--- src/rtl/decode_stage_hz.sv ---
// RISC-V decode stage B->C: decode, immediate, regfile read with bypass,
// load-use hazard bubble, stall/flush, illegal flag, RV32E mode.
module decode_stage_hz #(
  parameter int DATA_WIDTH = 32,
  parameter int REG_COUNT  = 32,
  parameter bit BYPASS_EN  = 1'b1
) (
  input  logic                  clk,
  input  logic                  rst_n,
  input  logic [31:0]           instr_b,
  input  logic                  valid_b,
  input  logic [DATA_WIDTH-1:0] pc_b,
  input  logic [DATA_WIDTH-1:0] pc_plus4_b,
  input  logic                  stall,
  input  logic                  flush,
  input  logic                  wr_en,
  input  logic [4:0]            wr_addr,
  input  logic [DATA_WIDTH-1:0] wr_data,
  output logic                  hazard_b,
  output logic                  valid_c,
  output logic                  reg_write_c,
  output logic                  mem_write_c,
  output logic                  jump_c,
  output logic                  branch_c,
  output logic                  link_reg_ctrl_c,
  output logic                  illegal_c,
  output logic [1:0]            alu_src_c,
  output logic [1:0]            result_src_c,
  output logic [1:0]            alu_op_c,
  output logic [DATA_WIDTH-1:0] imm_ext_c,
  output logic [DATA_WIDTH-1:0] rdata1_c,
  output logic [DATA_WIDTH-1:0] rdata2_c,
  output logic [DATA_WIDTH-1:0] pc_c,
  output logic [DATA_WIDTH-1:0] pc_plus4_c,
  output logic [4:0]            rd_c,
  output logic [4:0]            rs1_c,
  output logic [4:0]            rs2_c,
  output logic [6:0]            funct7_c,
  output logic [2:0]            funct3_c
);

  localparam int AW = $clog2(REG_COUNT);
  localparam logic [5:0] RC = 6'(REG_COUNT);
  localparam bit RV32E = (REG_COUNT == 16);

  logic [6:0] opc;
  logic [4:0] rs1, rs2, rd;
  assign opc = instr_b[6:0];
  assign rd  = instr_b[11:7];
  assign rs1 = instr_b[19:15];
  assign rs2 = instr_b[24:20];

  logic is_load, is_store, is_branch, is_jal, is_jalr;
  logic is_op, is_opimm, is_lui, is_auipc, known;
  assign is_load   = opc == 7'b0000011;
  assign is_store  = opc == 7'b0100011;
  assign is_branch = opc == 7'b1100011;
  assign is_jal    = opc == 7'b1101111;
  assign is_jalr   = opc == 7'b1100111;
  assign is_op     = opc == 7'b0110011;
  assign is_opimm  = opc == 7'b0010011;
  assign is_lui    = opc == 7'b0110111;
  assign is_auipc  = opc == 7'b0010111;
  assign known = is_load | is_store | is_branch | is_jal | is_jalr
               | is_op | is_opimm | is_lui | is_auipc;

  logic rs1_use, rs2_use, rd_use, e_bad, illegal;
  assign rs1_use = is_op | is_opimm | is_load | is_store
                 | is_branch | is_jalr;
  assign rs2_use = is_op | is_store | is_branch;
  assign rd_use  = is_load | is_op | is_opimm | is_jal
                 | is_jalr | is_lui | is_auipc;
  assign e_bad = RV32E & ((rs1_use & rs1[4]) | (rs2_use & rs2[4])
                        | (rd_use & rd[4]));
  assign illegal = ~known | e_bad;

  logic [31:0] imm32;
  logic [DATA_WIDTH-1:0] imm;
  always_comb begin
    imm32 = '0;
    unique case (1'b1)
      is_load, is_opimm, is_jalr:
        imm32 = {{20{instr_b[31]}}, instr_b[31:20]};
      is_store:
        imm32 = {{20{instr_b[31]}}, instr_b[31:25], instr_b[11:7]};
      is_branch:
        imm32 = {{19{instr_b[31]}}, instr_b[31], instr_b[7],
                 instr_b[30:25], instr_b[11:8], 1'b0};
      is_lui, is_auipc:
        imm32 = {instr_b[31:12], 12'b0};
      is_jal:
        imm32 = {{11{instr_b[31]}}, instr_b[31], instr_b[19:12],
                 instr_b[20], instr_b[30:21], 1'b0};
      default: imm32 = '0;
    endcase
  end
  assign imm = {{(DATA_WIDTH-31){imm32[31]}}, imm32[30:0]};

  logic [1:0] result_src, alu_src, alu_op;
  always_comb begin
    result_src = 2'b00;
    alu_op     = 2'b00;
    if (is_load) result_src = 2'b01;
    if (is_jal | is_jalr) result_src = 2'b10;
    if (is_lui) result_src = 2'b11;
    if (is_op | is_opimm) alu_op = 2'b01;
    if (is_load | is_store | is_auipc | is_jalr) alu_op = 2'b10;
    if (is_branch) alu_op = 2'b11;
  end
  assign alu_src = {is_auipc,
                    is_load | is_store | is_opimm | is_auipc | is_jalr};

  logic [DATA_WIDTH-1:0] rf [REG_COUNT];
  logic wr_ok;
  assign wr_ok = wr_en && wr_addr != '0 && {1'b0, wr_addr} < RC;

  always_ff @(posedge clk or negedge rst_n) begin
    if (!rst_n) begin
      for (int i = 0; i < REG_COUNT; i++) rf[i] <= '0;
    end else if (wr_ok) begin
      rf[wr_addr[AW-1:0]] <= wr_data;
    end
  end

  logic [DATA_WIDTH-1:0] rdata1, rdata2;
  always_comb begin
    rdata1 = '0;
    rdata2 = '0;
    if (rs1 != '0 && {1'b0, rs1} < RC)
      rdata1 = (BYPASS_EN && wr_en && wr_addr == rs1)
             ? wr_data : rf[rs1[AW-1:0]];
    if (rs2 != '0 && {1'b0, rs2} < RC)
      rdata2 = (BYPASS_EN && wr_en && wr_addr == rs2)
             ? wr_data : rf[rs2[AW-1:0]];
  end

  assign hazard_b = valid_b & valid_c & (result_src_c == 2'b01)
                  & (rd_c != '0)
                  & ((rs1_use & (rs1 == rd_c)) | (rs2_use & (rs2 == rd_c)));

  logic ok;
  assign ok = valid_b & ~illegal;

  always_ff @(posedge clk or negedge rst_n) begin
    if (!rst_n) begin
      valid_c         <= 1'b0;
      reg_write_c     <= 1'b0;
      mem_write_c     <= 1'b0;
      jump_c          <= 1'b0;
      branch_c        <= 1'b0;
      link_reg_ctrl_c <= 1'b0;
      illegal_c       <= 1'b0;
      alu_src_c       <= '0;
      result_src_c    <= '0;
      alu_op_c        <= '0;
      imm_ext_c       <= '0;
      rdata1_c        <= '0;
      rdata2_c        <= '0;
      pc_c            <= '0;
      pc_plus4_c      <= '0;
      rd_c            <= '0;
      rs1_c           <= '0;
      rs2_c           <= '0;
      funct7_c        <= '0;
      funct3_c        <= '0;
    end else if (flush || (!stall && hazard_b)) begin
      valid_c         <= 1'b0;
      reg_write_c     <= 1'b0;
      mem_write_c     <= 1'b0;
      jump_c          <= 1'b0;
      branch_c        <= 1'b0;
      link_reg_ctrl_c <= 1'b0;
      illegal_c       <= 1'b0;
    end else if (stall) begin
      // held operands track writes so they are current on release
      if (wr_ok && wr_addr == rs1_c) rdata1_c <= wr_data;
      if (wr_ok && wr_addr == rs2_c) rdata2_c <= wr_data;
    end else begin
      valid_c         <= valid_b;
      reg_write_c     <= ok & rd_use;
      mem_write_c     <= ok & is_store;
      jump_c          <= ok & (is_jal | is_jalr);
      branch_c        <= ok & is_branch;
      link_reg_ctrl_c <= valid_b & is_jalr;
      illegal_c       <= valid_b & illegal;
      alu_src_c       <= valid_b ? alu_src : 2'b00;
      result_src_c    <= valid_b ? result_src : 2'b00;
      alu_op_c        <= valid_b ? alu_op : 2'b00;
      imm_ext_c       <= imm;
      rdata1_c        <= rdata1;
      rdata2_c        <= rdata2;
      pc_c            <= pc_b;
      pc_plus4_c      <= pc_plus4_b;
      rd_c            <= rd;
      rs1_c           <= rs1;
      rs2_c           <= rs2;
      funct7_c        <= instr_b[31:25];
      funct3_c        <= instr_b[14:12];
    end
  end

endmodule

--- config.mk ---
export PLATFORM = sky130hd
export DESIGN_NAME = decode_stage_hz
export DESIGN_NICKNAME = d
export VERILOG_FILES = /design/src/rtl/decode_stage_hz.sv
export SDC_FILE = /design/constraint.sdc
export NUM_CORES = 2
export LEC_CHECK = 0
export CAP_MARGIN = 20
export CORE_ASPECT_RATIO = 1.25
export CORE_MARGIN = 2
export CORE_UTILIZATION = 50
export DETAILED_ROUTE_END_ITERATION = 16
export GPL_ROUTABILITY_DRIVEN = 0
export PLACE_DENSITY = 0.8
export SYNTH_ARGS = -nofsm -noshare
export SYNTH_HDL_FRONTEND = slang
export SYNTH_SLANG_ARGS = --single-unit
--- constraint.sdc ---
create_clock -name clk -period 2.8 [get_ports clk]
set_clock_uncertainty 0.05 [all_clocks]
set_input_delay 0.28 -clock clk [delete_from_list [all_inputs] [get_ports clk]]
set_output_delay 0.28 -clock clk [all_outputs]
set_load 0.02 [all_outputs]
# After elaboration in Yosys (flattened, before gate mapping)

Cells that the tools add are included.

Register bits: 1,222
Input bits: 139
Output and inout bits: 199
Logic and storage cells: 181

Order comparisons: 4
Eq/ne operators: 19
Muxes and demuxes: 41
Bitwise logic cells: 47
Reductions and logical operators: 18

Operators with widths:

| cell                                                                         | count |
|---|---|
| 1024-bit bitwise mux                                                         | 1 |
| 32-bit two-way mux                                                           | 13 |
| 32-bit binary-select mux with 5-bit select                                   | 2 |
| 32-bit demux with 5-bit select                                               | 1 |
| 32-bit case mux with 5 select lines                                          | 1 |
| 5-bit == test                                                                | 6 |
| 1-bit bitwise OR                                                             | 28 |
| 7-bit by 6-bit == test with 1-bit output, second input constant              | 3 |
| 7-bit == test, second input constant                                         | 3 |
| 5-bit nonzero test                                                           | 4 |
| 6-bit greater-or-equal comparator, second input constant                     | 3 |
| 5-bit NOT with 6-bit output                                                  | 3 |
| 1-bit two-way mux                                                            | 16 |
| 7-bit by 5-bit == test with 1-bit output, second input constant              | 2 |
| 2-bit two-way mux                                                            | 7 |
| 1-bit bitwise AND                                                            | 13 |
| 7-bit by 2-bit == test with 1-bit output, second input constant              | 1 |
| 1-bit logical AND                                                            | 7 |
| 6-bit by 1-bit less-than comparator with 1-bit output, second input constant | 1 |
| 2-bit by 1-bit inequality test with 1-bit output, second input constant      | 3 |
| 2-bit AND reduction                                                          | 3 |
| 1-bit NOT                                                                    | 3 |
| 3-bit OR reduction                                                           | 1 |
| 2-bit by 1-bit == test with 1-bit output, second input constant              | 1 |
| 3 further kinds                                                              | 3 |

# Logic depth before layout (Yosys ltp)

Depth after elaboration: 13
Depth in mapped cells: 10

# Least setup slack after synthesis

No wires, ideal clock.

Path type: reg-to-reg
Start point: register rd_c[2]
End point: register rdata1_c[1]
Arrival: 2.225 ns
Setup slack: 0.399 ns
Cell stages (with the launch flop): 8
Path buffers: 1
Period minus slack after synthesis: 2.401 ns
Path through: dfrtp_1 -> xor2_1 -> a2111oi_0 -> a2bb2oi_1 -> nor2_1 -> o21ai_1 -> buf_2 -> a221o_1

Cells in the longest elaborated chain, start to end: 8
Elaborated cells on any way between the ends: 12
Classes of those cells: eq/ne: 2; bitwise: 6; reduce/logical: 4

RTL lines:

| what                              | RTL line | source |
|---|---|---|
| from (decl)                       | 35       | `output logic [4:0] rd_c,` |
| from (signal assigned)            | 194      | `rd_c <= rd;` |
| 5-bit == test                     | 139      | `& ((rs1_use & (rs1 == rd_c)) \| (rs2_use & (rs2 == rd_c)));` |
| 1-bit bitwise AND                 | 139      |  |
| 1-bit bitwise OR                  | 139      |  |
| 1-bit bitwise AND (*)             | 139      |  |
| net hazard_b                      | 19       | `output logic hazard_b,` |
| 1-bit logical AND (*)             | 166      | `end else if (flush \|\| (!stall && hazard_b)) begin` |
| 1-bit logical OR (*)              | 166      |  |
| 1-bit NOT (no line) (*)           | --       |  |
| 2-bit AND reduction (no line) (*) | --       |  |
| to (signal assigned)              | 176      | `if (wr_ok && wr_addr == rs1_c) rdata1_c <= wr_data;` |
| to (signal assigned)              | 190      | `rdata1_c <= rdata1;` |
| to (decl)                         | 31       | `output logic [DATA_WIDTH-1:0] rdata1_c,` |

The timed path passes the listed nets; every way through them passes the cells marked *.
A chain may end at the register's enable or synchronous reset.

# Final worst setup path

Start point: input port instr_b[20]
End point: register rdata2_c[8]

Cells in the longest elaborated chain, start to end: 8
Elaborated cells on any way between the ends: 18
Classes of those cells: eq/ne: 2; mux: 6; bitwise: 5; reduce/logical: 5

RTL lines:

| what                                                                               | RTL line | source |
|---|---|---|
| from (decl)                                                                        | 10       | `input logic [31:0] instr_b,` |
| branches (longest 8 deep; another with 32-bit binary-select mux with 5-bit select) | --       |  |
| to (signal assigned)                                                               | 177      | `if (wr_ok && wr_addr == rs2_c) rdata2_c <= wr_data;` |
| to (signal assigned)                                                               | 191      | `rdata2_c <= rdata2;` |
| to (decl)                                                                          | 32       | `output logic [DATA_WIDTH-1:0] rdata2_c,` |

Parallel ways; which one is timed is not known. The select of a mux whose other input is x is not followed.

==> results.md <==
* Largest net degree at the start of global routing at 116
* Crit Path Max Fanout at 21
* 1st-pass router iterations at 6
* Flops & latches, synth at 1222
* Internal at 37.0 mW
* Cell family contributing the most delay on the critical path: buffers and inverters
* Post-synth EDFFs at 0
* FF-to-FF Start: rd_c[2]$_DFFE_PN0P_
* Status: finished clean
* Die Ht at approximately 400 microns
* Final core utilization at approximately 60%
* CP cell instances: dlygate4sd3_1 -> buf_12 -> buf_12 -> buf_4 -> mux4_2 -> a22oi_1 -> nand3_1 -> a2111oi_1 -> a2bb2oi_1 -> a21oi_1
* Routed via count at 42577
* First-pass GRT wire length at 291000 microns
* Max-Cap Viols at 0
* Max IR drop VDD at roughly 0.00053 V
* Power share of the clock group at approximately 33%
* Sequential area share after synthesis at 48.8%
* Hold Slack at 0.118 ps
* Placed Cells at 6057
* Max H-tree Level at 3
* Crit path buf inv count at 4
* Max Buffers Root-to-Sink at 3
* Die area at between 100000 and 150000 sq um
* CP Class: input pin to flop
* Ys Warns at 0
* Yosys cell types at 56
* GRT Residual Overflow at 0
* Crit path time final at around 2700 ps
* HP Class: input pin to asynchronous set/reset pin
* Crit-path max cell delay at 600 ps
* Sequential power share at 45.5%
* Initial drt markers at 4877
* Fin crit share at between 90% and 100%
* Syn Nets at 4376
* Die span in x at 321 microns
* WP depth at 10
* Synth Flop Type: dfrtp_1
* Pwr/cell area at 691 nW/um^2
* Crit-path most repeated cell: buf_12
* Vias in the first global route at 44052
* Flop-to-flop setup slack at 210 ps
* Mapped Cells at 4237
* CTS Root Cell: clkbuf_16
* Syn avg cell area at roughly 15 sq um
* Net switching power at 14.3 mW
* Setup violations, final at 0
* # DRC at 0
* Max-slew violation count at 0
* Remaining antenna violation count after routing at 0
* Worst-case reg-to-reg path depth at 8
* Wire per inst at 31.3 microns
* Async set-or-reset flop fraction in the synthesized netlist at 100%
* Max-slew headroom at 27.4%
* Clk sinks at 1222
* Clk Latency, worst-skew pair at 750 ps
* Slew @ Worst Pin at ~1100 ps
* Fraction of layout cells with a size suffix above 1 at 46.1%
* Layout overhead on the synthesized area at 18.5%
* Sw Ratio at 27.8%
* R2R Path End: rdata1_c[25]$_DFFE_PN0P_
* Crit. End Element: flop
* CTS tree: built
* I/O pin cnt at 338
* Core Rows at 145
* Hpwl dp at around 120000 microns
* IO Port Bufs at 337
* Final Hold Fails at 0
* Crit path to: rdata2_c[8]$_DFFE_PN0P_
* Crit path DAT at approximately 3300 ps
* Final nets at between 4000 and 5000
* Crit-path slowest cell: dlygate4sd3_1
* CP startpoint: instr_b[20]
* GRT Util Overall at 30.8%
* Starting Density at around 50%
* Combinational group share of total power at 21.9%
* Syn Std Cell Area at 62700 sq um
* Setup Fix Bufs, Post-CTS at 0
* Via density at between 6 and 7
* Static leakage at 31.8 nW
* Initial antenna violation count at 6
* Core Area at 125000 sq um
* Detailed-route wire length at 197000 microns
* Clock buffer count from CTS at between 100 and 150
* Critical Path Source Type: input pin
* Data required time of the worst path at 3370 ps
* Max Clock Freq at 0.368 GHz
* Clock slew at reported path FFs at ~60 ps
* Total negative slack at 0 ps
* Fillers at 8974
* Fin cells at 6284
power groups by stage:
| stage | logic (mW) | clock network (mW) | registers, mW |
|---|---|---|---|
| global route | 11.9 | 17.6 | 23.7 |
| CTS | 11.2 | 16.9 | 23.2 |
| finish | 11.2 | 16.7 | 23.4 |
| floorplan | 7.30 | 0 | 23.0 |
| global placement | 10.8 | 0 | 23.2 |
| detailed placement | 11.1 | 0 | 23.5 |
worst min path at each step:
stage	from	to	slack, ps	cells after the start
after floorplan	rst_n	alu_op_c[0]$_DFFE_PN0P_	-70	0
after global routing	rst_n	rf[295]$_DFFE_PN0P_	30	2
after global placement	rst_n	rf[295]$_DFFE_PN0P_	160	1
after CTS	rst_n	rf[295]$_DFFE_PN0P_	3	2
final	rst_n	rf[295]$_DFFE_PN0P_	0.1	2
after detailed placement	rst_n	rf[295]$_DFFE_PN0P_	160	1
layout make-up:
class                      count  area [sq um]  share of cell area (%)
multi-input combinational   2549         30300                    40.7
sequential                  1222         30600                    41.2
clock buffer                 152          3250                    4.37
antenna                        6          15.0                  0.0202
tap                         1617          2020                    2.72
timing repair buffer         674          7380                    9.93
inverter                       4          17.5                  0.0236
clock inverter                60           753                    1.01
flip-flops by register name, summed over array words and instances (netlist names):
register	count
reg_write_c	1
alu_op_c	2
rdata2_c	32
rs1_c	5
jump_c	1
valid_c	1
funct3_c	3
rf	1024
rdata1_c	32
imm_ext_c	32
result_src_c	2
rd_c	5
pc_plus4_c	32
funct7_c	7
illegal_c	1
mem_write_c	1
branch_c	1
link_reg_ctrl_c	1
rs2_c	5
alu_src_c	2
pc_c	32
cells in the mapped netlist (12+ instances only):
library cell | count | area share (%)
nand2_1 | 197 | 1.2
clkbuf_1 | 251 | 1.5
buf_2 | 105 | 0.84
buf_6 | 18 | 0.32
a21oi_1 | 96 | 0.77
mux2_1 | 87 | 1.6
mux2i_1 | 116 | 1.9
a2bb2oi_1 | 32 | 0.45
a221oi_1 | 15 | 0.21
o22ai_1 | 50 | 0.50
dfrtp_1 | 1222 | 49
a311oi_1 | 12 | 0.17
nor2_1 | 89 | 0.53
nor2b_1 | 14 | 0.14
o21ai_1 | 18 | 0.14
nor3_1 | 36 | 0.29
mux4_2 | 526 | 19
xor2_1 | 21 | 0.29
a221o_1 | 32 | 0.51
buf_1 | 74 | 0.44
mux2_2 | 1033 | 19
buf_4 | 13 | 0.16
nand3_1 | 18 | 0.14
o21ai_0 | 53 | 0.42
layer usage:
layer | GRT usage [%] | vias to the layer above | wire length [microns]
li1 | - | 16848 | -
met1 | 39.5 | 22615 | 72100
met2 | 49.0 | 2520 | 94200
met3 | 6.79 | 592 | 19400
met4 | 16.7 | 2 | 11300
met5 | 0 | - | 11
worst register-to-register path: stages, from the launching register on:
cell	delay, ps
dfrtp_1	470
or4_1	550
o21ai_1	250
buf_4	200
o211ai_1	100
buf_4	230
buf_12	190
a311oi_1	320
a221o_1	170
through the flow:
stage	area, sq um	power, mW	setup slack (ps)
global route	74300	53.1	-109
detailed placement	70100	34.6	-106
floorplan	62700	30.3	399
CTS	74200	51.3	20.0
global placement	70100	34.0	-108
finish	74300	51.3	80.4
placed cells by master, fill, tap and decap left out, types with 6 or more instances in the layout:
cell and n:
buf_12 116, clkbuf_1 16, o2111ai_1 11, dlygate4sd3_1 8, a221oi_1 15, inv_6 8, nor2_1 72, buf_4 219
nor2b_1 13, mux4_2 526, clkinvlp_4 7, a21oi_1 96, o21ai_1 16, o21ai_0 53, clkinv_2 23, a22oi_1 11
xnor2_1 9, nor3_1 35, mux2i_1 116, a311oi_1 12, bufinv_16 14, clkdlybuf4s50_1 325, nand2_2 16, xor2_1 21
mux2_2 1033, a221o_1 32, mux2_1 87, nand2_1 181, clkbuf_8 20, nand3b_1 8, nand3_1 18, o22ai_1 50
diode_2 6, nor2_4 17, clkbuf_16 117, a2bb2oi_1 32, dfrtp_1 1222
kinds of logic (layout without fill, tap and decap cells):
logic type	Yosys count	after routing	synth area share [%]
xor gates and xnor gates	30	30	0.419
buffers and inverters	466	890	3.31
DFF	1222	1222	48.8
AOI/OAI and AO/OA	362	362	3.86
other	0	6	0
and+or+nand+nor	395	395	2.74
muxes	1762	1762	40.9
what timing repair did:
action,in CTS,in global routing
hold buffers,8,0
hold endpoints to repair,823,0
resized for setup,5,7
cloned,0,0
pin swaps,0,1
endpoints found under the setup margin,1,11
No activity file was read; power rests on OpenSTA's default activity.
